--- config.mk ---
export PLATFORM = sky130hd
export DESIGN_NAME = fetch_pc_gen
export DESIGN_NICKNAME = d
export VERILOG_FILES = /design/src/rtl/fetch_pc_gen.sv
export SDC_FILE = /design/constraint.sdc
export NUM_CORES = 1
export LEC_CHECK = 0
export CORE_MARGIN = 8
export CORE_UTILIZATION = 37
export CTS_BUF_LIST = sky130_fd_sc_hd__clkbuf_8
export DETAILED_ROUTE_END_ITERATION = 7
export HOLD_SLACK_MARGIN = 0.1
export PLACE_DENSITY = 0.75
export SKIP_CTS_REPAIR_TIMING = 1
export SYNTH_ARGS = -nofsm -noshare
export SYNTH_HDL_FRONTEND = slang
export SYNTH_SLANG_ARGS = --single-unit
--- constraint.sdc ---
create_clock -name clock -period 3.6 [get_ports clock]
set_clock_uncertainty 0.05 [all_clocks]
set_input_delay 0.72 -clock clock [delete_from_list [all_inputs] [get_ports clock]]
set_output_delay 0.72 -clock clock [all_outputs]
set_load 0.005 [all_outputs]
--- src/rtl/fetch_pc_gen.sv ---
// Front-end PC generator: drives a FW-wide fetch group to the predictor/I-cache,
// delivers the live prefix to the fetch buffer and selects the next PC.
module fetch_pc_gen #(
    parameter int               XLEN     = 32,
    parameter int               FW       = 3,
    parameter logic [XLEN-1:0]  RESET_PC = {XLEN{1'b0}}
) (
    input  logic                       clock,
    input  logic                       reset,
    input  logic                       squash,
    input  logic [XLEN-1:0]            squash_pc,
    input  logic                       stall,
    input  logic [FW-1:0]              icache_hit,
    input  logic [FW-1:0]              predict_direction,
    input  logic [FW-1:0][XLEN-1:0]    predict_pc,
    output logic [FW-1:0]              fetch_EN,
    output logic [FW-1:0][XLEN-1:0]    fetch_pc,
    output logic [FW-1:0]              out_valid,
    output logic [FW-1:0]              out_pred_taken,
    output logic [FW-1:0][XLEN-1:0]    out_pred_pc,
    output logic [1:0]                 state_out
);

    localparam logic [1:0]      ST_RUN      = 2'd0;
    localparam logic [1:0]      ST_REDIRECT = 2'd1;
    localparam logic [XLEN-1:0] INSN_BYTES  = XLEN'(3'd4);

    logic [1:0]      state_r;
    logic [1:0]      state_nxt_s;
    logic [XLEN-1:0] pc_r;
    logic [XLEN-1:0] pc_nxt_s;
    logic [FW-1:0]   live_s;
    logic            run_s;

    // State and PC registers
    always_ff @(posedge clock or posedge reset) begin
        if (reset) begin
            state_r <= ST_RUN;
            pc_r    <= {RESET_PC[XLEN-1:2], 2'b00};
        end else begin
            state_r <= state_nxt_s;
            pc_r    <= pc_nxt_s;
        end
    end

    // Slot addresses and live prefix: a miss, or a taken slot after its own slot, ends the group
    always_comb begin
        logic chain_v;
        chain_v  = 1'b1;
        live_s   = {FW{1'b0}};
        fetch_pc = {(FW*XLEN){1'b0}};
        for (int i = 0; i < FW; i++) begin
            fetch_pc[i] = pc_r + (XLEN'(unsigned'(i)) << 2'd2);
            chain_v     = chain_v & icache_hit[i];
            live_s[i]   = chain_v;
            chain_v     = chain_v & ~predict_direction[i];
        end
    end

    // Next-state and next-PC selection
    always_comb begin
        logic [XLEN-1:0] target_v;
        logic [XLEN-1:0] count_v;
        logic            taken_v;
        target_v = {XLEN{1'b0}};
        count_v  = {XLEN{1'b0}};
        taken_v  = 1'b0;
        for (int i = 0; i < FW; i++) begin
            target_v = (live_s[i] & predict_direction[i]) ? predict_pc[i] : target_v;
            taken_v  = taken_v | (live_s[i] & predict_direction[i]);
            count_v  = count_v + XLEN'(live_s[i]);
        end

        state_nxt_s = ST_RUN;
        pc_nxt_s    = pc_r;
        if (squash) begin
            state_nxt_s = ST_REDIRECT;
            pc_nxt_s    = {squash_pc[XLEN-1:2], 2'b00};
        end else begin
            case (state_r)
                ST_RUN: begin
                    if (stall) begin
                        pc_nxt_s = pc_r;
                    end else if (taken_v) begin
                        pc_nxt_s = {target_v[XLEN-1:2], 2'b00};
                    end else begin
                        pc_nxt_s = pc_r + (count_v << 2'd2);
                    end
                end
                ST_REDIRECT: pc_nxt_s = pc_r;
                default:     pc_nxt_s = pc_r;
            endcase
        end
    end

    // Fetch-group outputs; unused encodings behave as a bubble
    always_comb begin
        run_s          = (state_r == ST_RUN);
        fetch_EN       = run_s ? {FW{1'b1}} : {FW{1'b0}};
        out_valid      = live_s & {FW{run_s & ~stall & ~squash}};
        out_pred_taken = out_valid & predict_direction;
        out_pred_pc    = {(FW*XLEN){1'b0}};
        for (int i = 0; i < FW; i++) begin
            out_pred_pc[i] = predict_direction[i] ? predict_pc[i] : (fetch_pc[i] + INSN_BYTES);
        end
        state_out      = state_r;
    end

endmodule

==> impl_metrics.toml <==
[routing]
drc_errors = 0
drt_iter0_drc = 1279
ant_nets = 0
wl_um = 43050
dr.pass1.iters = 7
wl_per_cell_um = 24.32
viasPerCell = 5.947
vias = 10530

[grt]
grt_usage = 0.3535
met2_usage = 0.5874
grt_pass1_vias = 9677
grt_pass1_wl_um = 60220
top_usage_layer = "met2"
use_met1 = 0.4532
gr-usage-met3 = 0.07184
gr-total-overflow = 0
antenna_found_initial = 4
grt_max_degree = 65

[power]
p_total_w = 0.002896
peakVddDrop_mv = 0.2842
p_leak_nw = 5.798
p_per_area_nw_per_um2 = 215.7

[min_path]
worstHoldPathType = "flip-flop to flip-flop"
worstHoldEndpoint = "pc_r[31]"
hp-start = "pc_r[31]"
whs_path_depth = 2

[logic_synthesis]
syn_inst = 956
ys_types = 72
synth_most_common_cell = "nand2_1"
netlist_area_um2 = 6414
ys_ff_latch = 31
synth-edff-count = 0
yosysSeqAreaShare = 0.1210
async_flop_share = 1.000
yosysTopAreaCellShare = 0.1210
avgSynthCellArea_um2 = 6.709
synth_ff_type = "dfrtp_1"
yosysWarnings = 0
synth_area_leaders = "dfrtp_1 (12%), nand2_1 (7.8%), xnor2_1 (6.4%)"
synth.top_cells.by_count = "nand2_1 (134), o21ai_0 (82), clkbuf_1 (63)"
synth_top_area_cell = "dfrtp_1"

[cells_and_area]
drive_gt1_frac = 0.3885
syn2layout_area_growth_pct = 109.3
fill_cells = 1247
layoutNonFillerInstCount = 1770
fin_nets = 1688
multi_input_comb_area_um2 = 5946
stdcell_area_um2 = 13430
regArea_um2 = 788.3

[clocking]
clk_pin_slew_ns = 0.07
cts_buffers = 5
clkLatencyLatePin_ns = 0.30
cts.sinks = 31
cts_buffer_depth = 2
cts_tree = "done"
clockRootBuffer = "clkbuf_8"
htree_levels = 2

[setup_path]
worstRegToRegCells = 10
crit_path_end_kind = "primary output"
r2r-start = "pc_r[3]"
timing.rr.end = "pc_r[23]"
cp_max_fo = 5
cp.required_ns = 2.83
cp.arrival_ns = 3.36
start_kind = "flip-flop"
worst-setup-path-type = "flip-flop to primary output"
reg2reg_slack_ns = 0.62

[timing]
layout_min_cycle_time_ns = 4.126
fmaxAchievable_mhz = 242.3
slew_viol_final = 0
rsz0062_at_grt = "yes"
hold_viol = 0
worst_pin_slew_ns = 0.7874
setup_viol = 35
min_period_over_period = 1.146
setup_ws_ns = -0.5264
slew_headroom = 0.4745
timing.setup.tns_ns = -9.266

[floorplanning]
row_count = 48
die_x_um = 147.7
core_um2 = 17120
io_pins = 341
die_area_um2 = 21800
start_util = 0.3747
die_h_um = 147.7

[placed_design]
placed_area_um2 = 11890
portBuffers = 331
dp.cells = 1706
dp_hpwl_um = 34250
gp_congestion = 1.011

[status]
violations = "negative setup slack"
status = "finished with violations"

[run]
max-cap-violations = 0
[flip-flops by register name, indices dropped and copies added, names as in the netlist]
| signal | cells |
|---|---|
| pc_r | 30 |
| state_out | 1 |
[per-layer routing]
layer	part of all wire	wire [µm]
met5	0.00030	13
met4	0.033	1415
met3	0.10	4445
met2	0.47	20350
met1	0.39	16830
[logic make-up (layout without fill, tap and decap cells)]
kind of cell / Yosys count / count (layout) / synth area share
AND/OR/NAND/NOR: 391 / 391 / 0.3188
AO/OA/AOI/OAI: 259 / 259 / 0.2718
buffers and inverters: 154 / 734 / 0.1044
XOR/XNOR: 80 / 80 / 0.1092
multiplexers: 31 / 31 / 0.05443
flip-flops: 31 / 31 / 0.1210
adder cells (fa/ha/maj): 9 / 9 / 0.01990
other: 1 / 10 / 0.0005847
[how the worst max path moves through the flow]
stage	cells past startpoint	from	endpoint	slack (ns)
2_1_floorplan	14	predict_direction[0]	pc_r[31]	-0.04
3_3_place_gp	13	icache_hit[0]	pc_r[31]	-0.83
3_5_place_dp	13	icache_hit[0]	pc_r[31]	-0.89
4_1_cts	11	pc_r[4]	out_pred_pc[95]	-0.97
5_1_grt	10	pc_r[18]	out_pred_pc[95]	-0.62
6_report	10	pc_r[12]	out_pred_pc[63]	-0.53
[cells in the final DEF (no fill, tap or decap), types with 7 or more instances in the layout]
| master | count |
|---|---|
| buf_4 | 287 |
| clkdlybuf4s50_1 | 257 |
| nand2_1 | 125 |
| o21ai_0 | 57 |
| buf_6 | 52 |
| inv_1 | 47 |
| nor2_1 | 43 |
| nand4_1 | 41 |
| a21oi_1 | 35 |
| xnor2_1 | 34 |
| dlymetal6s2s_1 | 32 |
| mux2_2 | 29 |
| buf_2 | 27 |
| xor2_1 | 24 |
| o31ai_1 | 21 |
| dfrtp_1 | 21 |
| nand3_1 | 20 |
| o21ai_1 | 20 |
| a222oi_1 | 17 |
| a221oi_1 | 16 |
| or3_4 | 14 |
| and2_1 | 12 |
| and4_4 | 11 |
| nor3_1 | 11 |
| xnor2_2 | 11 |
| dfrtp_2 | 10 |
| buf_12 | 10 |
| xor2_2 | 9 |
| and4_1 | 8 |
| nor3_2 | 8 |
| a211oi_1 | 8 |
| clkbuf_2 | 8 |
| or2_2 | 7 |
| o22ai_1 | 7 |
| nor4_2 | 7 |
| conb_1 | 7 |
| clkbuf_8 | 7 |
[per-stage QoR]
step                setup WS [ns]    util  hold slack [ns]
global placement          -0.8348  0.6947           0.5536
CTS                       -0.9658  0.7007           0.6026
global route              -0.6229  0.7844           0.6303
floorplan                -0.03903       -           0.5296
detailed placement        -0.8912  0.6947           0.5847
finish                    -0.5264  0.7844           0.5903
[critical path: stages (launching register included)]
cell and delay (ns):
dfrtp_2 0.47, nand4_1 0.18, or4_4 0.59, or3_4 0.36, a222oi_1 0.34, buf_4 0.18, nand4_1 0.22, buf_4 0.23
a221oi_2 0.23, nand3_2 0.12, buf_6 0.14
[cell type report]
cell class / count / area share
repair buffers: 673 / 0.4535
multi-input cells: 777 / 0.4428
flip-flops and latches: 31 / 0.05871
well taps: 225 / 0.02097
inverters: 53 / 0.01575
clock buffers: 7 / 0.007175
clock inverters: 1 / 0.0005591
diodes: 3 / 0.0005591
[report_power, final]
part	internal, W	total [W]	switching (W)
registers	0.000386	0.000437	0.0000510
clock network	0.000174	0.000324	0.000150
logic	0.00114	0.00214	0.000994
total	0.00170	0.00290	0.00119
Power figures use the tool's default switching activity.
